==> src/rtl/decode_queue.sv <==
// RV32I decode front-end: decodes each fetched instruction on entry and queues the control word for execute.
// Optional M-extension decode is enabled by defining DECODE_RV32M_EN.
module decode_queue #(
   parameter int DEPTH = 4,
   parameter int PC_W  = 32
) (
   input  logic                       clk,
   input  logic                       rst,
   input  logic                       flush,
   input  logic                       in_valid,
   output logic                       in_ready,
   input  logic [31:0]                in_instr,
   input  logic [PC_W-1:0]            in_pc,
   output logic                       out_valid,
   input  logic                       out_ready,
   output logic [PC_W-1:0]            out_pc,
   output logic [6:0]                 out_opcode,
   output logic [2:0]                 out_funct3,
   output logic [4:0]                 out_rd,
   output logic [4:0]                 out_rs1,
   output logic [4:0]                 out_rs2,
   output logic [31:0]                out_imm,
   output logic [3:0]                 out_aluop,
   output logic                       out_alu_src2_imm,
   output logic                       out_load_regfile,
   output logic                       out_mem_read,
   output logic                       out_mem_write,
   output logic [3:0]                 out_mem_byte_enable,
   output logic                       out_branch,
   output logic                       out_jump,
   output logic                       out_muldiv,
   output logic                       out_illegal,
   output logic [$clog2(DEPTH+1)-1:0] count
);

   localparam int PW = $clog2(DEPTH);
   localparam int CW = $clog2(DEPTH+1);

   localparam logic [6:0] OP_LUI   = 7'b0110111;
   localparam logic [6:0] OP_AUIPC = 7'b0010111;
   localparam logic [6:0] OP_JAL   = 7'b1101111;
   localparam logic [6:0] OP_JALR  = 7'b1100111;
   localparam logic [6:0] OP_BR    = 7'b1100011;
   localparam logic [6:0] OP_LOAD  = 7'b0000011;
   localparam logic [6:0] OP_STORE = 7'b0100011;
   localparam logic [6:0] OP_IMM   = 7'b0010011;
   localparam logic [6:0] OP_REG   = 7'b0110011;

   typedef struct packed {
      logic [PC_W-1:0] pc;
      logic [6:0]      opcode;
      logic [2:0]      funct3;
      logic [4:0]      rd;
      logic [4:0]      rs1;
      logic [4:0]      rs2;
      logic [31:0]     imm;
      logic [3:0]      aluop;
      logic            alu_src2_imm;
      logic            load_regfile;
      logic            mem_read;
      logic            mem_write;
      logic [3:0]      be;
      logic            branch;
      logic            jump;
      logic            muldiv;
      logic            illegal;
   } dec_t;

   dec_t            mem [DEPTH];
   dec_t            dec_p0;
   dec_t            head_p1;
   logic [PW-1:0]   wr_ptr;
   logic [PW-1:0]   rd_ptr;
   logic            push;
   logic            pop;

   logic [6:0]      opc;
   logic [2:0]      f3;
   logic [6:0]      f7;
   logic [31:0]     imm_i, imm_s, imm_b, imm_u, imm_j;
   logic            ill;
   logic            alt;

   assign opc   = in_instr[6:0];
   assign f3    = in_instr[14:12];
   assign f7    = in_instr[31:25];
   assign imm_i = {{20{in_instr[31]}}, in_instr[31:20]};
   assign imm_s = {{20{in_instr[31]}}, in_instr[31:25], in_instr[11:7]};
   assign imm_b = {{19{in_instr[31]}}, in_instr[31], in_instr[7], in_instr[30:25], in_instr[11:8], 1'b0};
   assign imm_u = {in_instr[31:12], 12'b0};
   assign imm_j = {{11{in_instr[31]}}, in_instr[31], in_instr[19:12], in_instr[20], in_instr[30:21], 1'b0};

   // Stage p0: combinational decode of the incoming instruction
   always_comb begin
      dec_p0        = '0;
      ill           = 1'b0;
      alt           = 1'b0;
      dec_p0.pc     = in_pc;
      dec_p0.opcode = opc;
      dec_p0.funct3 = f3;
      dec_p0.rd     = in_instr[11:7];
      dec_p0.rs1    = in_instr[19:15];
      dec_p0.rs2    = in_instr[24:20];
      dec_p0.be     = 4'b1111;
      case (opc)
         OP_LUI, OP_AUIPC: begin
            dec_p0.imm          = imm_u;
            dec_p0.load_regfile = 1'b1;
         end
         OP_JAL: begin
            dec_p0.imm          = imm_j;
            dec_p0.jump         = 1'b1;
            dec_p0.load_regfile = 1'b1;
         end
         OP_JALR: begin
            dec_p0.imm          = imm_i;
            dec_p0.jump         = 1'b1;
            dec_p0.load_regfile = 1'b1;
            ill                 = (f3 != 3'b000);
         end
         OP_BR: begin
            dec_p0.imm    = imm_b;
            dec_p0.branch = 1'b1;
            ill           = (f3 == 3'b010) || (f3 == 3'b011);
         end
         OP_LOAD: begin
            dec_p0.imm          = imm_i;
            dec_p0.mem_read     = 1'b1;
            dec_p0.load_regfile = 1'b1;
            dec_p0.alu_src2_imm = 1'b1;
            ill                 = (f3 == 3'b011) || (f3 == 3'b110) || (f3 == 3'b111);
         end
         OP_STORE: begin
            dec_p0.imm          = imm_s;
            dec_p0.mem_write    = 1'b1;
            dec_p0.alu_src2_imm = 1'b1;
            ill                 = (f3 > 3'b010);
            if (f3 == 3'b000)
               dec_p0.be = 4'b0001;
            else if (f3 == 3'b001)
               dec_p0.be = 4'b0011;
         end
         OP_IMM: begin
            dec_p0.imm          = imm_i;
            dec_p0.alu_src2_imm = 1'b1;
            dec_p0.load_regfile = 1'b1;
            alt                 = (f3 == 3'b101) && in_instr[30];
            ill                 = ((f3 == 3'b001) && (f7 != 7'b0000000)) ||
                                  ((f3 == 3'b101) && (f7 != 7'b0000000) && (f7 != 7'b0100000));
         end
         OP_REG: begin
            dec_p0.load_regfile = 1'b1;
            if (f7 == 7'b0000001) begin
`ifdef DECODE_RV32M_EN
               dec_p0.muldiv = 1'b1;
`else
               ill = 1'b1;
`endif
            end else begin
               alt = ((f3 == 3'b000) || (f3 == 3'b101)) && in_instr[30];
               ill = !((f7 == 7'b0000000) ||
                       ((f7 == 7'b0100000) && ((f3 == 3'b000) || (f3 == 3'b101))));
            end
         end
         default: ill = 1'b1;
      endcase
      dec_p0.aluop = {alt, f3};
      // Illegal words travel down the queue but must not trigger any side effect
      if (ill) begin
         dec_p0.load_regfile = 1'b0;
         dec_p0.mem_read     = 1'b0;
         dec_p0.mem_write    = 1'b0;
         dec_p0.branch       = 1'b0;
         dec_p0.jump         = 1'b0;
         dec_p0.muldiv       = 1'b0;
         dec_p0.alu_src2_imm = 1'b0;
         dec_p0.aluop        = 4'b0000;
         dec_p0.imm          = 32'b0;
      end
      dec_p0.illegal = ill;
   end

   assign in_ready  = (count < CW'(DEPTH));
   assign out_valid = (count != '0);
   assign push      = in_valid && in_ready;
   assign pop       = out_valid && out_ready;

   // Stage p1: FIFO control state
   always_ff @(posedge clk) begin
      if (rst || flush) begin
         count  <= '0;
         wr_ptr <= '0;
         rd_ptr <= '0;
      end else begin
         if (push)
            wr_ptr <= wr_ptr + PW'(1);
         if (pop)
            rd_ptr <= rd_ptr + PW'(1);
         if (push && !pop)
            count <= count + CW'(1);
         else if (pop && !push)
            count <= count - CW'(1);
      end
   end

   always_ff @(posedge clk) begin
      if (push && !flush)
         mem[wr_ptr] <= dec_p0;
   end

   // Stage p1 output: head entry, zeroed whenever the queue is empty
   assign head_p1 = out_valid ? mem[rd_ptr] : '0;

   assign out_pc              = head_p1.pc;
   assign out_opcode          = head_p1.opcode;
   assign out_funct3          = head_p1.funct3;
   assign out_rd              = head_p1.rd;
   assign out_rs1             = head_p1.rs1;
   assign out_rs2             = head_p1.rs2;
   assign out_imm             = head_p1.imm;
   assign out_aluop           = head_p1.aluop;
   assign out_alu_src2_imm    = head_p1.alu_src2_imm;
   assign out_load_regfile    = head_p1.load_regfile;
   assign out_mem_read        = head_p1.mem_read;
   assign out_mem_write       = head_p1.mem_write;
   assign out_mem_byte_enable = head_p1.be;
   assign out_branch          = head_p1.branch;
   assign out_jump            = head_p1.jump;
   assign out_muldiv          = head_p1.muldiv;
   assign out_illegal         = head_p1.illegal;

endmodule

==> config.mk <==
export PLATFORM = sky130hd
export DESIGN_NAME = decode_queue
export DESIGN_NICKNAME = d
export VERILOG_FILES = /design/src/rtl/decode_queue.sv
export SDC_FILE = /design/constraint.sdc
export NUM_CORES = 1
export LEC_CHECK = 0
export CAP_MARGIN = 20
export CORE_MARGIN = 4
export CORE_UTILIZATION = 40
export CTS_BUF_LIST = sky130_fd_sc_hd__clkbuf_4 sky130_fd_sc_hd__clkbuf_8 sky130_fd_sc_hd__clkbuf_16
export DETAILED_ROUTE_END_ITERATION = 8
export GPL_ROUTABILITY_DRIVEN = 0
export PLACE_DENSITY_LB_ADDON = 0.3
export SLEW_MARGIN = 30
export SYNTH_ARGS = -nofsm -noshare
export SYNTH_HDL_FRONTEND = slang
export SYNTH_SLANG_ARGS = --single-unit
==> constraint.sdc <==
create_clock -name clk -period 5.32 [get_ports clk]
set_input_delay 1.33 -clock clk [delete_from_list [all_inputs] [get_ports clk]]
set_output_delay 1.33 -clock clk [all_outputs]
set_load 0.02 [all_outputs]
==> flow_summary.json <==
{
  "skew_ns": 0.0166,
  "cap_viol_max_count": 0,
  "vdd_ir_drop_max_mv": 0.212,
  "grt_util_all_layers_pct": 16.4,
  "drc": 0,
  "mostFrequentLayoutCells": "408 x edfxtp_1, 177 x clkdlybuf4s50_1, 111 x and2_1",
  "synthCells": 844,
  "initial_utilization_pct": 40.7,
  "crit_path_end_kind": "output port",
  "cts_tree": "done",
  "tightest_slew_ns": 0.814,
  "port_buffers": 177,
  "yosys.area_share.simple_pct": 7.51,
  "cts.clk_slew.worst_paths_ns": 0.05,
  "finalCriticalPeriod_ns": 4.38,
  "dpl.hpwl_um": 22600,
  "drtIter0Drc": 558,
  "multiInputGateArea_um2": 4100,
  "period_share_pct": 82.3,
  "hold_viol": 0,
  "slew_headroom_pct": 45.8,
  "dp_slack_ns": 1.11,
  "synth_warnings": 0,
  "clock-sinks": 417,
  "synth_area_um2": 16800,
  "core_um2": 41200,
  "yosysSeqAreaShare_pct": 74.1,
  "crit_arrival_ns": 3.05,
  "synthesis.nets": 919,
  "yosysTopAreaCellShare_pct": 73.0,
  "final_common_cell": "edfxtp_1",
  "layout-drive-gt1-share_pct": 21.7,
  "cts_made_buffers": 44,
  "fillers": 3343,
  "clock_path_buffers": 3,
  "final_max_slew_viol_count": 0,
  "yosys.cell_types.count": 55,
  "hp-class": "reg2reg",
  "syn2layout_area_growth_pct": 23.5,
  "grt_max_degree": 81,
  "wl_um": 36500,
  "holdBufCountCts": 0,
  "synthFlopType": "edfxtp_1",
  "fin_util_pct": 50.3,
  "wl_per_cell_um": 22.7,
  "synth_edf_count": 408,
  "setup_viol": 0,
  "synthAdderAreaFrac_pct": 0.492,
  "synth_top_family_by_area": "multiplexers",
  "grt_pass1_wl_um": 55900,
  "io_pins": 179,
  "synthMuxAreaShare_pct": 13.7,
  "dpl-instance-area_um2": 19200,
  "htreeDepth": 2,
  "postSynthAreaPerCell_um2": 19.9,
  "synth_area_leaders": "edfxtp_1 73%, mux4_2 14%, and2_1 4.3%, dfxtp_1 1.1%, nand2_1 0.72%",
  "setup_ws_ns": 0.940,
  "ant_nets": 0,
  "antenna_found_initial": 1,
  "cts_setup_buffers": 0,
  "setup_tns_ns": 0,
  "grt.overflow.total": 0,
  "drt_pass1_iterations": 5,
  "final_cell_area_um2": 20700,
  "synth_largest_area_cell": "edfxtp_1",
  "seq_area_um2": 12400,
  "die_area_um2": 45300,
  "cts_resized": 0,
  "vias": 8523,
  "synth_compound_area_share_pct": 2.31,
  "required_ns": 3.99,
  "rsz0062_at_grt": "false",
  "power.density_nw_per_um2": 368,
  "fmax_ghz": 0.228,
  "final_net_count": 1116,
  "finalPower_mw": 7.62,
  "outcome": "complete, no violations",
  "path_max_fanout": 26,
  "synthXorXnorAreaFrac_pct": 0.261,
  "vias_per_cell": 5.29,
  "cts_root_buffer": "clkbuf_16",
  "worstSetupStartpointType": "register",
  "yosys_register_bits": 417,
  "fp.dieH_um": 213,
  "criticalPathCategory": "reg2out",
  "clkLatencyLatePin_ns": 0.56,
  "rows": 74,
  "die_w_um": 213,
  "grt_pass1_vias": 9020,
  "total_leakage_power_nw": 6.65,
  "async_flop_share_pct": 0
}
## area by class of cell
type | instances | area share [%]
flip-flops and latches | 417 | 60.0
multi-input cells | 372 | 19.8
repair buffers | 199 | 9.65
clock buffers | 50 | 5.61
well taps | 532 | 3.21
clock inverters | 32 | 1.58
inverters | 7 | 0.127
diodes | 1 | 0.0121
## registers in the layout, indices dropped and copies added, names as in the netlist, named ones only
name    cells
mem       408
count       3
rd_ptr      2
wr_ptr      2
## worst max-delay path: stages (launching register included)
cell	delay [ns]
dfxtp_4	0.72
buf_4	0.43
mux4_2	0.55
and2_1	0.17
clkdlybuf4s50_1	0.61
## Yosys cell counts (all sizes together) (3+ instances only)
master / n
buf: 27
a211oi: 8
mux4: 102
nand2: 33
o21ai: 11
nor3: 3
a21oi: 19
clkbuf: 21
and3: 6
inv: 7
xor2: 4
and4b: 3
nor2: 21
edfxtp: 408
nand3: 8
ha: 5
dfxtp: 9
and2: 116
nor2b: 5
a22oi: 4
## layer usage
metal / wire, um / track usage [%] / vias up
met5: 13 / 0 / -
met4: 569 / 3.51 / 2
met3: 2310 / 4.14 / 43
met2: 17400 / 26.1 / 248
met1: 16200 / 23.1 / 4444
li1: - / - / 3786
## stage by stage
step	cells	hold slack, ns
2_1_floorplan	844	0.485
4_1_cts	1609	0.534
5_1_grt	1609	0.583
6_report	1610	0.532
3_3_place_gp	1527	0.501
3_5_place_dp	1527	0.518
## logic make-up after synthesis
family / count (synthesis)
mux: 103
compound gates: 49
fa+ha+maj: 6
simple gates: 208
other cells: 1
buf+inv: 55
flops: 417
xor+xnor: 5
## report_power, final
| group | switching, mW | internal [mW] |
|---|---|---|
| combinational | 0.454 | 0.391 |
| sequential | 0.0230 | 3.65 |
| clock | 1.23 | 1.87 |
## worst paths after layout
check                              start                endpoint  slack [ns]  cells after the start
setup / recovery                register              out_imm[6]        0.94                      4
hold / removal    rd_ptr[0]$_SDFFE_PP0N_  rd_ptr[0]$_SDFFE_PP0N_        0.53                      2
hold reg to reg   rd_ptr[0]$_SDFFE_PP0N_  rd_ptr[0]$_SDFFE_PP0N_        0.53                      2
setup reg to reg   count[2]$_SDFFE_PP0P_   count[2]$_SDFFE_PP0P_        2.73                      8
No activity file was read; power rests on OpenSTA's default activity.
